--- src/rtl/ddc_pkt_arbiter.sv ---
// Packet-level round-robin arbiter merging N_CH 128-bit DDC streams into one
// AXI4-Stream; a granted channel owns the output for a whole packet.
module ddc_pkt_arbiter #(
  parameter int N_CH    = 4,
  parameter int C_WIDTH = 32
) (
  input  logic                  s_axis_aclk,
  input  logic                  s_axis_areset,
  input  logic [C_WIDTH-1:0]    packet_length,
  input  logic [N_CH-1:0]       ch_enable,
  input  logic [N_CH*128-1:0]   s_axis_tdata,
  input  logic [N_CH-1:0]       s_axis_tvalid,
  output logic [N_CH-1:0]       s_axis_tready,
  output logic [127:0]          m_axis_tdata,
  output logic                  m_axis_tvalid,
  input  logic                  m_axis_tready,
  output logic                  m_axis_tlast,
  output logic [3:0]            m_axis_tuser,
  output logic                  busy
);

  typedef enum logic {IDLE, BURST} state_t;

  state_t             state;
  logic [3:0]         grant;
  logic [3:0]         last_grant;
  logic [C_WIDTH-1:0] len_q;
  logic [C_WIDTH-1:0] counter;

  logic [N_CH-1:0]    cand;
  logic               found_hi;
  logic               found_lo;
  logic [3:0]         win_hi;
  logic [3:0]         win_lo;
  logic               arb_found;
  logic [3:0]         arb_winner;
  logic               last_cnt;
  logic               beat_accept;

  // Rotating priority: the first candidate above last_grant wins, otherwise
  // the lowest-numbered candidate (the wrap-around part of the search).
  always_comb begin
    cand     = s_axis_tvalid & ch_enable;
    found_hi = 1'b0;
    found_lo = 1'b0;
    win_hi   = '0;
    win_lo   = '0;
    for (int k = 0; k < N_CH; k++) begin
      if (!found_hi && cand[k] && (4'(k) > last_grant)) begin
        found_hi = 1'b1;
        win_hi   = 4'(k);
      end
      if (!found_lo && cand[k]) begin
        found_lo = 1'b1;
        win_lo   = 4'(k);
      end
    end
    arb_found  = found_hi | found_lo;
    arb_winner = found_hi ? win_hi : win_lo;
  end

  always_comb begin
    m_axis_tdata  = '0;
    m_axis_tvalid = 1'b0;
    s_axis_tready = '0;
    if (state == BURST) begin
      for (int k = 0; k < N_CH; k++) begin
        if (grant == 4'(k)) begin
          m_axis_tdata     = s_axis_tdata[k*128 +: 128];
          m_axis_tvalid    = s_axis_tvalid[k];
          s_axis_tready[k] = m_axis_tready;
        end
      end
    end
  end

  assign busy         = (state == BURST);
  assign m_axis_tuser = busy ? grant : 4'd0;
  assign last_cnt     = (counter == (len_q - C_WIDTH'(1)));
  assign m_axis_tlast = busy & last_cnt & m_axis_tvalid;
  assign beat_accept  = m_axis_tvalid & m_axis_tready;

  // len_q is captured at grant so mid-packet packet_length changes only
  // apply to the next packet; a zero length is treated as one beat.
  always_ff @(posedge s_axis_aclk) begin
    if (s_axis_areset) begin
      state      <= IDLE;
      grant      <= '0;
      last_grant <= 4'(N_CH - 1);
      len_q      <= C_WIDTH'(1);
      counter    <= '0;
    end else begin
      case (state)
        IDLE: begin
          if (arb_found) begin
            grant      <= arb_winner;
            last_grant <= arb_winner;
            len_q      <= (packet_length == '0) ? C_WIDTH'(1) : packet_length;
            counter    <= '0;
            state      <= BURST;
          end
        end
        BURST: begin
          if (beat_accept) begin
            if (last_cnt) begin
              counter <= '0;
              state   <= IDLE;
            end else begin
              counter <= counter + C_WIDTH'(1);
            end
          end
        end
        default: state <= IDLE;
      endcase
    end
  end

endmodule
--- config.mk ---
export PLATFORM = sky130hd
export DESIGN_NAME = ddc_pkt_arbiter
export DESIGN_NICKNAME = d
export VERILOG_FILES = /design/src/rtl/ddc_pkt_arbiter.sv
export SDC_FILE = /design/constraint.sdc
export NUM_CORES = 1
export LEC_CHECK = 0
export CAP_MARGIN = 10
export CORE_AREA = 2 2 272 274
export CTS_CLUSTER_DIAMETER = 100
export CTS_CLUSTER_SIZE = 20
export DETAILED_ROUTE_END_ITERATION = 8
export DIE_AREA = 0 0 274 276
export GPL_ROUTABILITY_DRIVEN = 0
export HOLD_SLACK_MARGIN = 0.12
export SYNTH_ARGS = -nofsm -noshare
export SYNTH_HDL_FRONTEND = slang
export SYNTH_SLANG_ARGS = --single-unit
--- constraint.sdc ---
create_clock -name s_axis_aclk -period 9.5 [get_ports s_axis_aclk]
set_input_delay 0.95 -clock s_axis_aclk [delete_from_list [all_inputs] [get_ports s_axis_aclk]]
set_output_delay 0.95 -clock s_axis_aclk [all_outputs]
set_load 0.02 [all_outputs]
Word level (Yosys, flattened, before mapping)
Cells that the tools add are included.
{ "classes": {"n_eq_ne": 6, "reduce_logical": 20, "bitwise_logic": 6, "addsub": 2, "mux": 40, "order_cmp": 4} }
{ "ops": {"columns": ["cell", "n"], "rows": [
  ["two-way mux 128 bit", 5],
  ["two-way mux 32 bit", 4],
  ["case mux 32 bit (2 select lines)", 1],
  ["adder 32 x 1 -> 32 bit, second input constant", 1],
  ["equality test 32 bit", 1],
  ["logical NOT 32 bit", 1],
  ["subtractor 32 x 1 -> 32 bit, second input constant", 1],
  ["two-way mux 4 bit", 6],
  ["two-way mux 1 bit", 22],
  ["logical AND 1 bit", 10],
  ["equality test 4 x 2 -> 1 bit, second input constant", 2],
  ["> comparator 1 x 4 -> 1 bit, first input constant", 2],
  ["> comparator 2 x 4 -> 1 bit, first input constant", 2],
  ["logical NOT 1 bit", 6],
  ["bitwise AND 4 bit", 1],
  ["equality test 4 x 1 -> 1 bit, second input constant", 1],
  ["logical NOT 4 bit", 1],
  ["AND reduction 2 bit", 2],
  ["bitwise AND 1 bit", 3],
  ["two-way mux 2 bit", 1],
  ["inequality test 2 x 1 -> 1 bit, second input constant", 1],
  ["inequality test 2 bit, second input constant", 1],
  ["case mux 1 bit (2 select lines)", 1],
  ["NOT 1 bit", 1],
  ["OR 1 bit", 1]
]} }
{ "totals": {"input_bits": 555, "word_cells": 83, "output_inout_bits": 139, "regBits": 73} }

Logic depth before layout (Yosys ltp)
Gate-level depths: netlist (run 1).
{ "logic_depth": {"word_depth": 18, "depth_mapped": 14, "ltp_nobuf": 11} }

Least setup slack after synthesis (run 1)
OpenSTA, ideal clock, no wires.
{ "synth_path": {"path_kind": "reg2out", "startpoint": "register len_q[0]", "endpoint": "output port m_axis_tlast", "path_buffers": 0, "path_stages_with_launch": 11, "t_arrival_ps": 3391, "required_ps": 8550, "path_slack_ps": 5159, "path_cell_list": "dfxtp_1 > inv_1 > ha_1 > nor4b_1 > nand2_1 > nor4_1 > xnor2_1 > or4b_1 > nor3_1 > nand3_1 > nor4b_1"} }
{ "synth_between": {"elab_chain_len": 4} }
{ "synth_lines": {"columns": ["element", "line_no", "source"], "rows": [
  ["from (decl)", "27", "logic [C_WIDTH-1:0] len_q;"],
  ["from (signal assigned)", "98", "len_q <= (packet_length == '0) ? C_WIDTH'(1) : packet_length;"],
  ["subtractor 32 x 1 -> 32 bit", "79", "assign last_cnt = (counter == (len_q - C_WIDTH'(1)));"],
  ["equality test 32 bit", "79", null],
  ["bitwise AND 1 bit (2 in a row)", "80", "assign m_axis_tlast = busy & last_cnt & m_axis_tvalid;"],
  ["to (decl)", "17", "output logic m_axis_tlast,"]
]} }
No other way between the ends.

Worst setup path after layout (run 1)
Ends and elaborated chain as after synthesis.

==> flow_metrics.tcl, run 1 <==
set metrics [dict create \
    wirelength_um 89300 \
    route.detailed.wl_per_inst_um 34.9 \
    start_kind "flop" \
    setup_tns_ps 0 \
    final_nets 2099 \
    cts_resized 0 \
    grt_pass1_wl_um 112000 \
    dieArea_um2 75600 \
    syn_to_final_growth_pct 97.7 \
    hpwlAfterDp_um 79400 \
    num_vias 11830 \
    ff2ff_setup_slack_ps 5240 \
    num_rows 99 \
    initial_utilization_pct 11.6 \
    finalSetupViolations 0 \
    fmax_ghz 0.173 \
    synthFlopType "dfxtp_1" \
    place_inst 2490 \
    clk_path_buf_depth 2 \
    cts_max_level 3 \
    ios 694 \
    clock_sinks 69 \
    clock_tree.root_cell "clkbuf_16" \
    required_ps 8550 \
    synth_top_area_share_pct 34.4 \
    p_per_area_nw_per_um2 92.5 \
    maxSlewViolCount 0 \
    syn_area_per_cell_um2 9.25 \
    core_um2 72600 \
    gr-total-overflow 0 \
    track_usage_pct 22.6 \
    worstSetupPathType "flop to output port" \
    crit_slowest_cell "nor4b_1" \
    rsz0062_at_grt "false" \
    fp.dieW_um 274 \
    path_clk_slew_ps 50 \
    ys_warn_count 0 \
    fin_crit_sh_pct 60.9 \
    synth_area_leaders "mux4_2 34%, dfxtp_1 16%, and2_1 10%" \
    post-cts-setup-buffers 0 \
    critPathBufInv 2 \
    holdBufCountCts 0 \
    crit_path_frequent_cell "nor4b_1" \
    io_buffer_count 691 \
    cp_top_family "simple AND/OR/NAND/NOR gates" \
    antenna_left 0 \
    total_power_mw 1.54 \
    netlist_instances 913 \
    drv_cap 0 \
    hold_slack_ps 490 \
    worst_pin_slew_ps 1010 \
    cp_max_fo 6 \
    endpoint_kind "output port" \
    grt_pass1_vias 11347 \
    pre_cts_ws_ps 4140 \
    async_reset_ff_share_pct 0 \
    clock_latency_ps 340 \
    status "finished, final reports clean" \
    antenna_found_initial 151 \
    arrival_ps 4840 \
    tritoncts "yes" \
    grt_max_degree 73 \
    ys_seq_area_share_pct 16.4 \
    critPathMaxStageDelay_ps 850 \
    finalClockSkew_ps 5.97 \
    period_needed_ps 5790 \
    drc_errors 0 \
    slew_headroom_pct 31.5 \
    finalNonFillerCells 2557 \
    ys_ff_latch 69 \
    path_cells "inv_1 -> ha_1 -> nor4b_1 -> nand2_1 -> nor4_1 -> xnor2_1 -> or4b_1 -> nor3_1 -> nand3_1 -> nor4b_1 -> clkdlybuf4s50_1" \
    peakVddDrop_uv 75.1 \
    yosys.area.top_type "mux4_2" \
    drive_above_1_share_pct 11.4 \
    cts_buffers 9 \
    synth_cell_types 65 \
    die_h_um 276 \
    dr.pass1.iters 6 \
    avgViaCountPerCell 4.63 \
    finalHoldViolations 0 \
    p_leak_nw 5.43 \
    synth.cell_area_um2 8440 \
    drt_iter0_drc 1267 \
    timing.final.ws_setup_ps 3710 \
    synth_edf_count 0 \
    hold_path_class "flop to flop" \
]
-- Yosys cell counts, types with 3 or more instances --
cell type / n
nand2_1: 109
nor4b_1: 9
and2_1: 137
clkbuf_1: 63
o311ai_1: 8
nor3_1: 18
mux2i_1: 7
dfxtp_1: 69
a22o_1: 7
nand2b_1: 3
a211oi_1: 8
xnor2_1: 23
a21oi_1: 39
buf_6: 4
buf_4: 3
nand4_1: 17
o41ai_2: 3
o21ai_1: 6
mux4_2: 129
o211ai_1: 4
o21ai_0: 8
and3_1: 9
nor4_1: 21
xor2_1: 20
nor3b_1: 4
a31o_2: 5
a31oi_1: 12
nor2_1: 44
inv_1: 12
or3_1: 7
o31ai_1: 4
nor2b_1: 5
nand3_1: 31
nor3_2: 3
a22oi_1: 6
nand3b_1: 4
buf_1: 12
or2_2: 4
-- registers in the layout, indices dropped and copies added, names as in the netlist --
name / count
busy: 1
last_grant: 2
len_q: 32
counter: 32
grant: 2
-- through the flow --
stage,area (um^2),utilization (%)
after floorplan,8450,-
after global placement,16300,22.5
after detailed placement,16300,22.5
after CTS,16600,22.8
after global routing,16600,22.9
final,16700,23.0
-- placed cells by master, fill, tap and decap left out, types with 11 or more instances in the layout --
master,synthesis,routed
mux4_2,129,129
nor4_1,21,21
buf_4,3,11
nor2_1,44,44
diode_2,0,52
xor2_1,20,20
nand4_1,17,17
inv_1,12,12
nand2_1,109,109
nor3_1,18,18
xnor2_1,23,23
and2_1,137,137
a21oi_1,39,39
clkdlybuf4s50_1,0,691
nand3_1,31,31
a31oi_1,12,11
dfxtp_1,69,66
-- cells by family (layout without fill, tap and decap cells) --
kind of cell	Yosys count	after routing	synth area share [%]
flip-flops	69	69	16.4
AO/OA/AOI/OAI	130	130	10.8
other	1	54	0.0444
AND/OR/NAND/NOR	435	435	28.0
adder cells (fa/ha/maj)	2	2	0.296
multiplexers	136	136	35.2
buffers and inverters	97	729	4.85
XOR/XNOR	43	43	4.46
-- where the power goes --
part / internal (mW) / switching, mW / total, mW
Combinational: 0.512 / 0.394 / 0.906
Clock: 0.183 / 0.122 / 0.305
Sequential: 0.303 / 0.0311 / 0.334
-- worst min-delay path, stage by stage, from the launching register on --
cell and delay (ps):
dfxtp_1 320, nand2_1 60, a21oi_1 60
-- metal layers --
layer  GRT usage [%]  vias up  part of all wire [%]
met5               0        -                  0.59
met4            8.64       78                   4.1
met3            15.6      253                    16
met2            32.5      986                    41
met1            26.0     5712                    38
li1                -     4801                     -
-- path summary, 6_finish.rpt --
| path | startpoint | to | cells after the start |
|---|---|---|---|
| worst min-delay path | len_q[31]$_SDFFE_PP0P_ | len_q[31]$_SDFFE_PP0P_ | 2 |
| worst max register to register | len_q[0]$_SDFFE_PP1P_ | counter[27]$_SDFFE_PP0P_ | 11 |
| worst min register to register | len_q[31]$_SDFFE_PP0P_ | len_q[31]$_SDFFE_PP0P_ | 2 |
| worst max-delay path | len_q[0]$_SDFFE_PP1P_ | m_axis_tlast | 11 |
-- layout make-up --
type                    count  area (um^2)
diodes                     52          130
clock buffers              14          254
clock inverters             1         7.51
fillers                  7921        55900
inverters                  12         45.0
multi-input cells         748         6660
flip-flops and latches     69         1390
well taps                 959         1200
repair buffers            702         7000
(Power assumes the default switching activity.)
==> run 2: changes to the inputs <==
==> constraint.sdc (replaced) <==
create_clock -name s_axis_aclk -period 5.6 [get_ports s_axis_aclk]
set_input_delay 0.56 -clock s_axis_aclk [delete_from_list [all_inputs] [get_ports s_axis_aclk]]
set_output_delay 0.56 -clock s_axis_aclk [all_outputs]
set_load 0.02 [all_outputs]
==> flow_metrics.tcl, run 2 (synthesis gave the netlist of run 1 again) <==
set metrics [dict create \
    tritoncts "yes" \
    drv_cap 0 \
    p_seq_share_pct 21.1 \
    endpoint_kind "output port" \
    initial_utilization_pct 11.6 \
    path_cells "nor3_1 -> and2_1 -> nand2_1 -> o311a_1 -> and3_1 -> or4b_1 -> nor3_1 -> nand3_1 -> nor4b_1 -> clkdlybuf4s50_1" \
    cts_max_level 3 \
    grt_pass1_wl_um 113000 \
    arrival_ps 4550 \
    grt_max_degree 82 \
    clock_sinks 69 \
    start_kind "flop" \
    core_um2 72600 \
    drc_errors 0 \
    clk_path_buf_depth 2 \
    peakVddDrop_uv 138 \
    clock_latency_ps 340 \
    worst_pin_slew_ps 936 \
    drt_iter0_drc 1266 \
    cp_max_fo 8 \
    fin_area_um2 16800 \
    p_per_area_nw_per_um2 162 \
    status "finished, final reports clean" \
    syn_to_final_growth_pct 98.4 \
    p_sw_mw 0.944 \
    gr-total-overflow 0 \
    dr.pass1.iters 5 \
    ff2ff_setup_slack_ps 1610 \
    finalHoldViolations 0 \
    grt_pass1_vias 11457 \
    intPower_mw 1.78 \
    crit_path_frequent_cell "nor3_1" \
    maxSlewViolCount 0 \
    fin_crit_sh_pct 91.2 \
    period_needed_ps 5110 \
    cp_top_family "simple AND/OR/NAND/NOR gates" \
    mostFrequentLayoutCells "691 x clkdlybuf4s50_1, 137 x and2_1, 129 x mux4_2, 109 x nand2_1, 66 x dfxtp_1" \
    antenna_found_initial 134 \
    required_ps 5040 \
    dieArea_um2 75600 \
    drive_above_1_share_pct 11.5 \
    finalClockSkew_ps 8.58 \
    die_h_um 276 \
    worstSetupPathType "flop to output port" \
    swShare_pct 34.7 \
    hold_path_class "flop to flop" \
    finalSetupViolations 0 \
    n_fill_cell 7933 \
    pwr-share-comb_pct 56.4 \
    antenna_left 0 \
    track_usage_pct 22.7 \
    power.share.clock_pct 22.5 \
    clock_tree.root_cell "clkbuf_16" \
    multi_input_area_um2 6670 \
    path_clk_slew_ps 50 \
    final_common_cell "clkdlybuf4s50_1" \
    avgViaCountPerCell 4.66 \
    num_vias 11868 \
    num_rows 99 \
    slew_headroom_pct 37.1 \
    ios 694 \
    hpwlAfterDp_um 79200 \
    placed_cell_area_um2 16300 \
    io_buffer_count 691 \
    crit_slowest_cell "nor3_1" \
    holdBufCountCts 0 \
    route.detailed.wl_per_inst_um 35.1 \
    fmax_ghz 0.196 \
    cts_resized 0 \
    seqCellArea_um2 1390 \
    fp.dieW_um 274 \
    p_leak_nw 5.45 \
    critPathBufInv 1 \
    cts_buffers 9 \
    wirelength_um 89400 \
    rsz0062_at_grt "false" \
    critPathMaxStageDelay_ps 780 \
    largest_registers "counter x32, len_q x32" \
    setup_tns_ps 0 \
    post-cts-setup-buffers 0 \
    final_nets 2097 \
]
[run 2: cell types whose count changed in the layout (fill, tap and decap cells not counted), sizes merged]
cell	previous run	this run
buf	11	9
clkbuf	14	12
diode	52	45
clkinv	0	1
bufinv	0	2
[run 2: path summary, 6_finish.rpt]
kind | to | start | depth (start not counted)
worst max register to register | counter[24]$_SDFFE_PP0P_ | len_q[14]$_SDFFE_PP0P_ | 9
worst max-delay path | m_axis_tlast | len_q[10]$_SDFFE_PP0P_ | 10
worst min register to register | len_q[29]$_SDFFE_PP0P_ | len_q[29]$_SDFFE_PP0P_ | 2
worst min-delay path | len_q[29]$_SDFFE_PP0P_ | len_q[29]$_SDFFE_PP0P_ | 2
[run 2: per-layer routing]
metal	track usage [%]	up-vias	part of all wire, %
met4	8.25	66	4.4
met3	13.2	235	16
met5	0	-	0.48
li1	-	4791	-
met2	32.8	1008	41
met1	27.7	5768	38
[run 2: stage by stage]
step	setup WS (ps)	utilization (%)	instances	hold slack (ps)	power (mW)
4_1_cts	232	22.9	2504	495	2.71
3_3_place_gp	694	22.5	2488	463	2.08
3_5_place_dp	621	22.5	2488	485	2.09
2_1_floorplan	1650	-	914	450	1.28
6_report	491	23.1	2549	497	2.72
5_1_grt	139	23.0	2523	515	2.83
[run 2: cell type report]
cell class                      instances  share of cell area, %
Clock buffer                           12                   1.41
Sequential cell                        69                   8.31
Timing Repair Buffer                  700                   41.9
Antenna cell                           45                  0.672
Tap cell                              959                   7.16
Multi-Input combinational cell        748                   39.8
Clock inverter                          4                  0.433
Inverter                               12                  0.269
[run 2: worst reg2reg max path: cells and delay by family (launching register included)]
kind	cells	cell delay, ps
AO/OA/AOI/OAI	3	580
flip-flops	1	380
AND/OR/NAND/NOR	6	2920
[run 2: power by group through the flow]
| stage | clock (mW) | combinational, mW | sequential [mW] |
|---|---|---|---|
| 6_report | 0.612 | 1.53 | 0.573 |
| 5_1_grt | 0.638 | 1.61 | 0.578 |
| 4_1_cts | 0.616 | 1.53 | 0.571 |
| 3_5_place_dp | 0 | 1.51 | 0.581 |
| 3_3_place_gp | 0 | 1.50 | 0.579 |
| 2_1_floorplan | 0 | 0.741 | 0.542 |
